===== config.mk =====
export PLATFORM = sky130hd
export DESIGN_NAME = biquad8_zero_coeff_loader
export DESIGN_NICKNAME = d
export VERILOG_FILES = /design/src/rtl/biquad8_zero_coeff_loader.sv
export SDC_FILE = /design/constraint.sdc
export NUM_CORES = 1
export LEC_CHECK = 0
export CORE_MARGIN = 10
export CORE_UTILIZATION = 50
export DETAILED_ROUTE_END_ITERATION = 7
export DONT_BUFFER_PORTS = 1
export PLACE_DENSITY = 0.61
export SLEW_MARGIN = 0
export SYNTH_ARGS = -nofsm -noshare
export SYNTH_HDL_FRONTEND = slang
export SYNTH_SLANG_ARGS = --single-unit

===== constraint.sdc =====
create_clock -name clk -period 1.8 [get_ports clk]
set_input_delay 0.36 -clock clk [delete_from_list [all_inputs] [get_ports clk]]
set_output_delay 0.36 -clock clk [all_outputs]
set_load 0.1 [all_outputs]

===== src/rtl/biquad8_zero_coeff_loader.sv =====
// Purpose: bus-writable staging of the biquad zero-section coefficients (B, A) and
//          bypass bit, serialized into the zero FIR as B, A, then an update strobe.
// Latency: 4 cycles from the commit write to coeff_update_o.
// Backpressure: none. Every write is acked one cycle later. A commit arriving
//          mid-sequence is held as a single pending flag.
//
// Ports:
//   clk, rst        clock, synchronous active-high reset
//   wr_i/adr_i/dat_i  single-cycle register write (adr 0 B, 1 A, 2 control, 3 reserved)
//   ack_o           write acknowledge, one cycle after wr_i
//   busy_o          sequence running or commit pending
//   coeff_dat_o/coeff_wr_o  serialized coefficient and its load strobe
//   coeff_update_o  coefficient update strobe
//   bypass_o        bypass select, changes only together with coeff_update_o
module biquad8_zero_coeff_loader #(
    parameter int COEFF_BITS  = 18,
    parameter int WB_DAT_BITS = 32
) (
    input  logic                   clk,
    input  logic                   rst,
    input  logic                   wr_i,
    input  logic [1:0]             adr_i,
    input  logic [WB_DAT_BITS-1:0] dat_i,
    output logic                   ack_o,
    output logic                   busy_o,
    output logic [COEFF_BITS-1:0]  coeff_dat_o,
    output logic                   coeff_wr_o,
    output logic                   coeff_update_o,
    output logic                   bypass_o
);

    typedef enum logic [1:0] {IDLE, LOAD_B, LOAD_A, UPDATE} state_t;

    state_t                state_q;
    logic                  pend_q;
    logic [COEFF_BITS-1:0] b_q, a_q, b_snap_q, a_snap_q;
    logic                  byp_q, byp_snap_q;

    logic [COEFF_BITS-1:0] b_d, a_d;
    logic                  byp_d;
    logic                  commit;

    // Upper data bits beyond the coefficient width are intentionally dropped.
    logic unused_dat_hi;
    assign unused_dat_hi = ^dat_i[WB_DAT_BITS-1:COEFF_BITS];

    // Next staging values include the write of this cycle, so a snapshot taken
    // on this edge sees a bypass bit delivered with the commit itself.
    always_comb begin
        b_d    = b_q;
        a_d    = a_q;
        byp_d  = byp_q;
        commit = wr_i && (adr_i == 2'd2) && dat_i[0];
        if (wr_i) begin
            case (adr_i)
                2'd0:    b_d   = dat_i[COEFF_BITS-1:0];
                2'd1:    a_d   = dat_i[COEFF_BITS-1:0];
                2'd2:    byp_d = dat_i[1];
                default: ;
            endcase
        end
    end

    assign busy_o = (state_q != IDLE) || pend_q;

    // Outputs are registered from the current state, so each strobe appears
    // one cycle after the corresponding state.
    always_ff @(posedge clk) begin
        if (rst) begin
            state_q        <= IDLE;
            pend_q         <= 1'b0;
            b_q            <= '0;
            a_q            <= '0;
            byp_q          <= 1'b0;
            b_snap_q       <= '0;
            a_snap_q       <= '0;
            byp_snap_q     <= 1'b0;
            ack_o          <= 1'b0;
            coeff_dat_o    <= '0;
            coeff_wr_o     <= 1'b0;
            coeff_update_o <= 1'b0;
            bypass_o       <= 1'b0;
        end else begin
            ack_o          <= wr_i;
            b_q            <= b_d;
            a_q            <= a_d;
            byp_q          <= byp_d;
            coeff_wr_o     <= 1'b0;
            coeff_update_o <= 1'b0;

            // Commits while a sequence runs collapse into one pending request.
            if (commit && (state_q != IDLE)) begin
                pend_q <= 1'b1;
            end

            case (state_q)
                IDLE: begin
                    if (commit || pend_q) begin
                        state_q    <= LOAD_B;
                        pend_q     <= 1'b0;
                        b_snap_q   <= b_d;
                        a_snap_q   <= a_d;
                        byp_snap_q <= byp_d;
                    end
                end
                LOAD_B: begin
                    coeff_wr_o  <= 1'b1;
                    coeff_dat_o <= b_snap_q;
                    state_q     <= LOAD_A;
                end
                LOAD_A: begin
                    coeff_wr_o  <= 1'b1;
                    coeff_dat_o <= a_snap_q;
                    state_q     <= UPDATE;
                end
                UPDATE: begin
                    coeff_update_o <= 1'b1;
                    bypass_o       <= byp_snap_q;
                    state_q        <= IDLE;
                end
                default: state_q <= IDLE;
            endcase
        end
    end

endmodule


Word level (Yosys, flattened, before mapping)
Index checks and enable logic that the tools add are counted.

word-level totals
  output and inout bits = 23
  register bits after elaboration = 99
  word-level logic and storage cells = 44

cells by class
  equal/unequal tests = 6
  reduce and logical (&&, ||, !) cells = 11
  muxes and demuxes = 14

operators with widths
  operator                                       count
  2-to-1 mux 18 bit                              4
  case mux 18 bit (2 select lines)               1
  case mux 2 bit (4 select lines)                1
  2-to-1 mux 1 bit                               7
  == test 2 bit, second input constant           3
  == test 2 x 1 -> 1 bit, second input constant  2
  logical NOT 2 bit                              2
  nonzero test 2 bit                             2
  logical AND 1 bit                              3
  logical OR 1 bit                               2
  2-to-1 mux 2 bit                               1
  != test 2 bit, second input constant           1
  AND reduction 2 bit                            1
  OR reduction 2 bit                             1

Longest topological paths before layout
Gate-level depths: netlist of run 1.

  word-level depth = 7
  depth in mapped cells = 7
  gate-level depth less buffers = 5

Worst setup path before layout of run 1
Ideal clock, no wire load.

  kind = register to output
  start = register state_q[0]
  end = output port busy_o
  arrival = 1.289 ns
  path buffers = 0
  slack = 0.151 ns
  stages on the path, launching flop included = 4
  required time = 1.440 ns
  cell sequence = dfxtp_1 > inv_1 > ha_1 > nand2_1

between the ends
  longest elaborated chain between the ends = 2

RTL lines
  item                      line  text
  start: declaration        34    state_t state_q;
  start signal: assignment  70    state_q <= IDLE;
  start signal: assignment  99    state_q <= LOAD_B;
  start signal: assignment  109   state_q <= LOAD_A;
  nonzero test 2 bit        64    assign busy_o = (state_q != IDLE) || pend_q;
  logical OR 1 bit          64
  end: declaration          25    output logic busy_o,

No other way between the ends.

Worst setup path in the final report of run 1
Same ends and word-level chain as after synthesis.

==> results of run 1 <==
worst max-delay path: stages (launching register included):
cell	delay [ns]
dfxtp_1	0.32
inv_1	0.13
ha_2	0.25
nand2_1	0.11
buf_12	0.18
state kept, by name (all words and copies together), names as in the netlist:
name,flops
b_snap_q,18
ack_o,1
coeff_update_o,1
byp_snap_q,1
byp_q,1
coeff_dat_o,18
state_q,2
a_q,18
coeff_wr_o,1
pend_q,1
b_q,18
bypass_o,1
a_snap_q,18
cell type report:
cell class	instances	area share
Sequential cell	99	0.465
Multi-Input combinational cell	226	0.384
Clock inverter	7	0.0138
Timing Repair Buffer	35	0.0763
Inverter	3	0.00264
Clock buffer	9	0.0290
Tap cell	99	0.0290
final timing paths:
kind	slack (ns)	startpoint	cells after the start	to
min	0.06	rst	1	coeff_dat_o[10]$_SDFFE_PP0P_
min reg2reg	0.48	coeff_dat_o[4]$_SDFFE_PP0P_	2	coeff_dat_o[4]$_SDFFE_PP0P_
max reg2reg	0.19	state_q[0]$_SDFFE_PP0P_	6	b_snap_q[4]$_SDFFE_PP0P_
max	0.09	state_q[0]$_SDFFE_PP0P_	4	busy_o
layer usage:
metal / vias to the layer above / share of wire / GRT usage
li1: 1338 / - / -
met1: 1242 / 0.48 / 0.184
met2: 59 / 0.43 / 0.209
met3: 9 / 0.074 / 0.0431
met4: 0 / 0.013 / 0.0677
met5: - / 0 / 0
what timing repair did:
| item | in CTS | in global routing |
|---|---|---|
| gates resized for setup | 0 | 1 |
| endpoints found under the setup margin | 0 | 1 |
| hold buffers | 0 | 0 |
cell families after synthesis:
group	share of synthesized area
compound gates	0.174
fa+ha+maj	0.0131
mux	0.150
simple gates	0.0905
flops	0.519
buf+inv	0.0534
cell usage in the layout (no fill, tap or decap), types with 2 or more instances in the layout:
| cell | count |
|---|---|
| inv_6 | 3 |
| mux2i_1 | 56 |
| inv_1 | 3 |
| dfxtp_1 | 99 |
| a211oi_1 | 68 |
| clkbuf_8 | 9 |
| nand2_1 | 2 |
| buf_4 | 30 |
| nor2b_1 | 3 |
| a221oi_2 | 3 |
| nor2_1 | 70 |
| a221oi_1 | 10 |
| ha_1 | 3 |
| and2_1 | 2 |
| buf_12 | 5 |
power by group through the flow:
stage               combinational, W  sequential [W]  clock, W
floorplan                    0.00112         0.00337         0
global placement             0.00238         0.00259         0
detailed placement           0.00240         0.00260         0
CTS                          0.00240         0.00255   0.00137
global route                 0.00256         0.00258   0.00145
finish                       0.00239         0.00255   0.00133
stage by stage:
stage               power (W)  std cells  utilization  setup WS (ns)
floorplan             0.00448        363            -          0.151
global placement      0.00497        462        0.556          0.243
detailed placement    0.00500        462        0.556          0.193
CTS                   0.00632        478        0.581         0.0325
global route          0.00659        478        0.582         0.0452
finish                0.00627        478        0.582         0.0917
==> flow_summary_export.csv, run 1 <==
group,metric,value,unit
sta,rsz0062_at_grt,"false",
sta,hold_ws,0.0563,ns
placed_design,dpl.hpwl,5100,um
synth,synth_common_cells,"dfxtp_1, nor2_1, a211oi_1, mux2i_1, buf_2",
route,vias,2648,
synth,synth_seq_cells,99,
synth,synthFlopType,"dfxtp_1",
sta,fmax,585,MHz
setup_path,crit_path_start_kind,"flip-flop",
power,power_switching_share,0.413,
clock_network,cts_made_buffers,9,
setup_path,crit_type,"flip-flop to output pin",
cells_and_area,stdcell_area,4260,sq um
global_routing,gr-total-overflow,0,
global_routing,gr-usage-all-layers,0.142,
route,via_per_inst,5.54,
cells_and_area,nets,415,
cells_and_area,area_growth_syn_to_layout,11.7,%
cells_and_area,n_antenna_cell,0,
cells_and_area,multi_input_area,1640,sq um
power,comb_power_share,0.382,
route,drc_errors,0,
setup_path,end_kind,"output pin",
synth,synthTopCellsByArea,"dfxtp_1, mux2i_1, a211oi_1",
route,drt_iter0_drc,98,
die,die_x,107,um
sta,slew_violations,0,
cells_and_area,fill_cells,647,
clock_network,cts_tree,"done",
global_routing,grt_pass1_vias,2596,
placed_design,place_area,4080,sq um
synth,yosys_warnings,0,
cells_and_area,seqCellArea,1980,sq um
clock_network,cts_setup_buffers,0,
die,rows,31,
synth,synthCells,363,
die,die_height,107,um
power,p_leak,1.59,nW
global_routing,grt_max_degree,100,
global_routing,grt_pass1_wl,13100,um
setup_path,required,1.44,ns
die,core-area,7330,sq um
die,dieArea,11500,sq um
cells_and_area,drive_above_1_share,0.153,
synth,synth_area_per_cell,10.5,sq um
synth,synthArstFlopShare,0,
power,seqPwrFrac,0.406,
flow_run,drv_cap,0,
clock_network,clk_pin_slew,0.10,ns
clock_network,cts-root-buf,"clkbuf_8",
synth,yosysSeqAreaShare,0.519,
synth,synth_top_area_share,0.519,
clock_network,insertion_delay,0.37,ns
run_status,status,"complete, no violations",
clock_network,cts_buffer_depth,2,
route,wire_per_inst,16.9,um
die,start_util,0.521,
synth,syn-cell-area,3820,sq um
sta,setup_viol,0,
sta,clock_skew,0.00982,ns
placed_design,port_buffers,0,
synth,synth_top_area_cell,"dfxtp_1",
sta,worst-slew-pin-transition,0.346,ns
sta,post-route-min-period,1.71,ns
placed_design,place_congestion,0.706,
global_routing,antenna_found_initial,0,
synth,synth_most_common_cell,"dfxtp_1",
sta,maxSlewHeadroom,0.763,
power,peakVddDrop,0.000549,V
route,postRouteAntennaNets,0,
synth,yosysUniqueCellTypes,25,
sta,timing.final.crit_share,0.949,
die,pin_count,60,
power,power.internal,0.00368,W
synth,synthesis.nets,404,
clock_network,h-tree-depth,3,
route,first_pass_iters,4,
power,power_frac_clock,0.212,
power,power.density,1470,nW/um^2
setup_path,worstPathArrival,1.35,ns
power,switchingPower,0.00259,W
synth,synth_edf_count,0,
sta,final-hold-violation-count,0,
sta,setup_tns,0,ns
setup_path,path_max_fanout,7,
clock_network,clock_sinks,99,
hold_path,hp-class,"input port to flip-flop",
route,wirelength,8080,um
Power figures use the tool's default switching activity.
==> run 2: changes to the inputs <==
- REMOVE_ABC_BUFFERS: not set -> 1
==> run 2 against run 1 <==
Total power fell by 1.1%. Flip-flop and latch count stayed put. Sequential power about the same. Largest cell class unchanged. Core utilization about the same. Non-clock buffer count grew 2. Worst hold slack gained 0.0074 ns. Critical path depth unchanged. First-iteration DRC count up 51%. Final area hardly changed. Critical path type unchanged. Sequential share of layout area is essentially flat. Setup slack gained 0.0094 ns. Die area unchanged.
==> flow_summary_export.csv, run 2 (synthesized netlist as in run 1, its figures left out) <==
group,metric,value,unit
sta,fmax,589,MHz
sta,final-hold-violation-count,0,
die,pin_count,60,
power,power.density,1450,nW/um^2
run_status,status,"complete, no violations",
sta,timing.final.crit_share,0.944,
route,drt_iter0_drc,148,
placed_design,dp_slack,0.146,ns
clock_network,ctsHoldBuffers,0,
flow_run,drv_cap,0,
setup_path,crit_slowest_cell,"dfxtp_1",
clock_network,clk_pin_slew,0.09,ns
clock_network,h-tree-depth,3,
die,rows,31,
route,drc_errors,0,
cells_and_area,drive_above_1_share,0.150,
setup_path,crit_path_start_kind,"flip-flop",
clock_network,cts_buffer_depth,2,
global_routing,antenna_found_initial,0,
global_routing,grt_pass1_vias,2651,
sta,slew_violations,0,
route,via_per_inst,5.54,
sta,clock_skew,0.00934,ns
setup_path,path_max_fanout,7,
route,vias,2659,
power,peakVddDrop,0.000647,V
cells_and_area,area_growth_syn_to_layout,11.8,%
sta,worst-slew-pin-transition,0.291,ns
sta,layout_setup_ws,0.101,ns
die,die_x,107,um
power,p_leak,1.59,nW
cells_and_area,final_common_cell,"dfxtp_1",
setup_path,crit_path_max_incr_delay,0.33,ns
cells_and_area,instances_no_fill,480,
die,core-area,7330,sq um
cells_and_area,fill_cells,658,
placed_design,dpl.hpwl,5130,um
setup_path,startpoint,"state_q[0]$_SDFFE_PP0P_",
hold_path,hold_start,"rst",
die,start_util,0.521,
die,die_height,107,um
global_routing,gr-total-overflow,0,
hold_path,hp-class,"input port to flip-flop",
route,first_pass_iters,4,
setup_path,end_kind,"output pin",
placed_design,dp_cells,464,
cells_and_area,nets,417,
route,wire_per_inst,17.0,um
setup_path,required,1.44,ns
power,p_total,0.00620,W
setup_path,worstPathArrival,1.34,ns
clock_network,insertion_delay,0.35,ns
global_routing,grt_max_degree,100,
setup_path,path_cells,"inv_1, ha_2, nand2_1, buf_12",
cells_and_area,final_cell_mix,"dfxtp_1, nor2_1, a211oi_1, mux2i_1, buf_4",
clock_network,cts_made_buffers,9,
sta,setup_viol,0,
global_routing,grt_pass1_wl,13400,um
clock_network,clock_sinks,99,
placed_design,place_congestion,0.747,
placed_design,port_buffers,0,
global_routing,gr-usage-all-layers,0.142,
setup_path,r2r_cells,6,
cells_and_area,n_antenna_cell,0,
route,postRouteAntennaNets,0,
setup_path,r2r-start,"state_q[0]$_SDFFE_PP0P_",
clock_network,cts_tree,"done",
sta,post-route-min-period,1.70,ns
hold_path,holdPathStages,1,
setup_path,crit_type,"flip-flop to output pin",
route,wirelength,8160,um
clock_network,cts-root-buf,"clkbuf_8",
sta,maxSlewHeadroom,0.806,
die,dieArea,11500,sq um
sta,rsz0062_at_grt,"false",
[run 2: per-layer routing]
metal  vias up  part of all wire  track usage
met2        53              0.45        0.218
met3        11             0.065       0.0503
met4         0             0.015       0.0487
met1      1261              0.47        0.182
met5         -                 0            0
li1       1334                 -            -
[run 2: power by group]
part	switching, W	internal, W
combinational	0.00171	0.000734
sequential	0.0000907	0.00243
clock	0.000723	0.000505
[run 2: repair_timing]
| action | in CTS | in global routing |
|---|---|---|
| hold endpoints to repair | 0 | 0 |
| setup endpoints to repair | 0 | 8 |
| setup buffers | 0 | 0 |
| resized for setup | 0 | 1 |
[run 2: worst paths after layout]
check             slack, ns                     endpoint
hold reg to reg        0.49  coeff_dat_o[7]$_SDFFE_PP0P_
hold / removal         0.06    b_snap_q[15]$_SDFFE_PP0P_
setup / recovery       0.10                       busy_o
setup reg to reg       0.17    b_snap_q[10]$_SDFFE_PP0P_
[run 2: layout make-up]
cell class / count / area, sq um / area share
Timing Repair Buffer: 37 / 340 / 0.0798
Clock buffer: 12 / 135 / 0.0317
Tap cell: 99 / 124 / 0.0290
Clock inverter: 4 / 26.3 / 0.00616
Sequential cell: 99 / 1980 / 0.465
Multi-Input combinational cell: 226 / 1650 / 0.386
Inverter: 3 / 11.3 / 0.00264
[run 2: per-stage QoR]
step / cell area [sq um] / util / setup TNS (ns) / hold WS [ns]
floorplan: 3620 / - / -6.88 / 0.426
global placement: 4100 / 0.559 / 0 / 0.443
detailed placement: 4100 / 0.559 / 0 / 0.445
CTS: 4260 / 0.581 / 0 / 0.0598
global route: 4270 / 0.582 / 0 / 0.0470
finish: 4270 / 0.582 / 0 / 0.0637
[run 2: critical path, delay by kind of cell (launching register included)]
kind / cells / cell delay (ns)
simple gates: 1 / 0.10
fa+ha+maj: 1 / 0.25
buf+inv: 2 / 0.30
flops: 1 / 0.33
==> run 3: changes to the inputs <==
- CORE_UTILIZATION: 50 -> 40
- PLACE_DENSITY: 0.61 -> 0.5
==> run 3 against run 2 <==
Non-clock buffer count is the same. Total power up 4.6%. Combinational power is 5% higher. Sequential share of layout area decreased by 0.95 points. First-iteration DRC count shrank 30%. Critical path depth is the same.
==> flow_summary_export.csv, run 3 (synthesized netlist as in run 1, its figures left out) <==
group,metric,value,unit
global_routing,grtUsageMet1,0.161,
sta,maxSlewHeadroom,0.806,
placed_design,dpl.hpwl,5310,um
clock_network,ctsHoldBuffers,0,
clock_network,cts_setup_buffers,0,
route,via_per_inst,5.25,
sta,setup_viol,0,
clock_network,cts-root-buf,"clkbuf_8",
die,start_util,0.411,
hold_path,timing.hold.worst_endpoint,"b_q[16]$_SDFF_PP0_",
global_routing,gr-usage-all-layers,0.123,
cells_and_area,drive_above_1_share,0.153,
clock_network,clk_pin_slew,0.09,ns
die,rows,35,
global_routing,grt_util_met3,0.0379,
clock_network,clock_sinks,99,
global_routing,grt_pass1_wl,14100,um
setup_path,r2r_cells,6,
power,p_total,0.00649,W
global_routing,antenna_found_initial,0,
power,p_leak,1.60,nW
route,drc_errors,0,
sta,timing.final.crit_share,0.934,
global_routing,top_usage_layer,"met2",
sta,slew_violations,0,
die,pin_count,60,
run_status,status,"complete, no violations",
clock_network,cts_made_buffers,9,
hold_path,holdPathStages,1,
die,dieArea,13800,sq um
clock_network,cts_buffer_depth,2,
setup_path,crit_type,"flip-flop to output pin",
global_routing,grt_pass1_vias,2651,
die,die_height,118,um
placed_design,port_buffers,0,
setup_path,reg2reg_slack,0.24,ns
sta,clock_skew,0.0111,ns
sta,rsz0062_at_grt,"false",
placed_design,place_congestion,0.710,
cells_and_area,area_growth_syn_to_layout,14.1,%
route,first_pass_iters,4,
setup_path,end_kind,"output pin",
setup_path,timing.rr.end,"b_snap_q[8]$_SDFFE_PP0P_",
setup_path,path_max_fanout,7,
setup_path,crit_path_start_kind,"flip-flop",
hold_path,hp-class,"input port to flip-flop",
sta,setup_tns,0,ns
sta,fmax,595,MHz
clock_network,insertion_delay,0.35,ns
placed_design,dp_cells,494,
cells_and_area,n_antenna_cell,0,
power,peakVddDrop,0.000647,V
route,vias,2666,
route,wire_per_inst,16.8,um
power,power.density,1490,nW/um^2
die,core-area,9280,sq um
clock_network,cts_tree,"done",
cells_and_area,final_cell_mix,"dfxtp_1, nor2_1, a211oi_1, mux2i_1, buf_4",
cells_and_area,instances_no_fill,508,
setup_path,required,1.44,ns
clock_network,cts.repair.resized,0,
hold_path,hold_start,"rst",
sta,worst-slew-pin-transition,0.283,ns
setup_path,worstPathArrival,1.32,ns
route,wirelength,8510,um
cells_and_area,nets,417,
route,postRouteAntennaNets,0,
setup_path,r2r-start,"state_q[0]$_SDFFE_PP0P_",
cells_and_area,post-route-util,0.469,
flow_run,drv_cap,0,
die,die_x,118,um
cells_and_area,final_common_cell,"dfxtp_1",
global_routing,gr-total-overflow,0,
sta,final-hold-violation-count,0,
global_routing,grt_max_degree,100,
global_routing,globalRouteMet2Util,0.185,
clock_network,h-tree-depth,3,
route,drt_iter0_drc,104,
sta,post-route-min-period,1.68,ns
==> run 3: worst max path at each step <==
stage / endpoint / cells after the start / startpoint
floorplan: b_snap_q[14]$_SDFFE_PP0P_ / 3 / adr_i[0]
global placement: coeff_dat_o[6]$_SDFFE_PP0P_ / 5 / state_q[1]$_SDFFE_PP0P_
detailed placement: b_snap_q[8]$_SDFFE_PP0P_ / 6 / state_q[0]$_SDFFE_PP0P_
CTS: busy_o / 4 / state_q[0]$_SDFFE_PP0P_
global route: busy_o / 4 / state_q[0]$_SDFFE_PP0P_
finish: busy_o / 4 / state_q[1]$_SDFFE_PP0P_
==> run 3: critical path: stages, from the launching register on <==
cell	delay, ns
dfxtp_1	0.38
inv_1	0.11
ha_4	0.19
nand2_1	0.12
buf_12	0.19
==> run 3: cell type report <==
class	count	area, sq um
inverter	3	11.3
clock inverter	4	52.6
tap	129	161
timing repair buffer	37	353
clock buffer	10	138
fill	911	4930
multi-input combinational	226	1660
sequential	99	1980
==> run 3: where the power goes <==
group / switching, W / internal [W]
sequential: 0.0000934 / 0.00243
combinational: 0.00174 / 0.000830
clock: 0.000724 / 0.000666
total: 0.00256 / 0.00393
==> run 3: layer usage <==
layer  share of wire  routed length [um]
met4           0.010                  89
met5               0                   0
met1            0.49                4170
met2            0.45                3810
met3           0.051                 437
==> run 3: stage by stage <==
step | cell area, sq um | worst slack, ns | hold slack [ns]
floorplan | 3620 | -0.275 | 0.426
global placement | 4150 | 0.183 | 0.441
detailed placement | 4150 | 0.140 | 0.440
CTS | 4340 | 0.0173 | 0.0546
global route | 4350 | 0.0223 | 0.0413
finish | 4350 | 0.118 | 0.0710
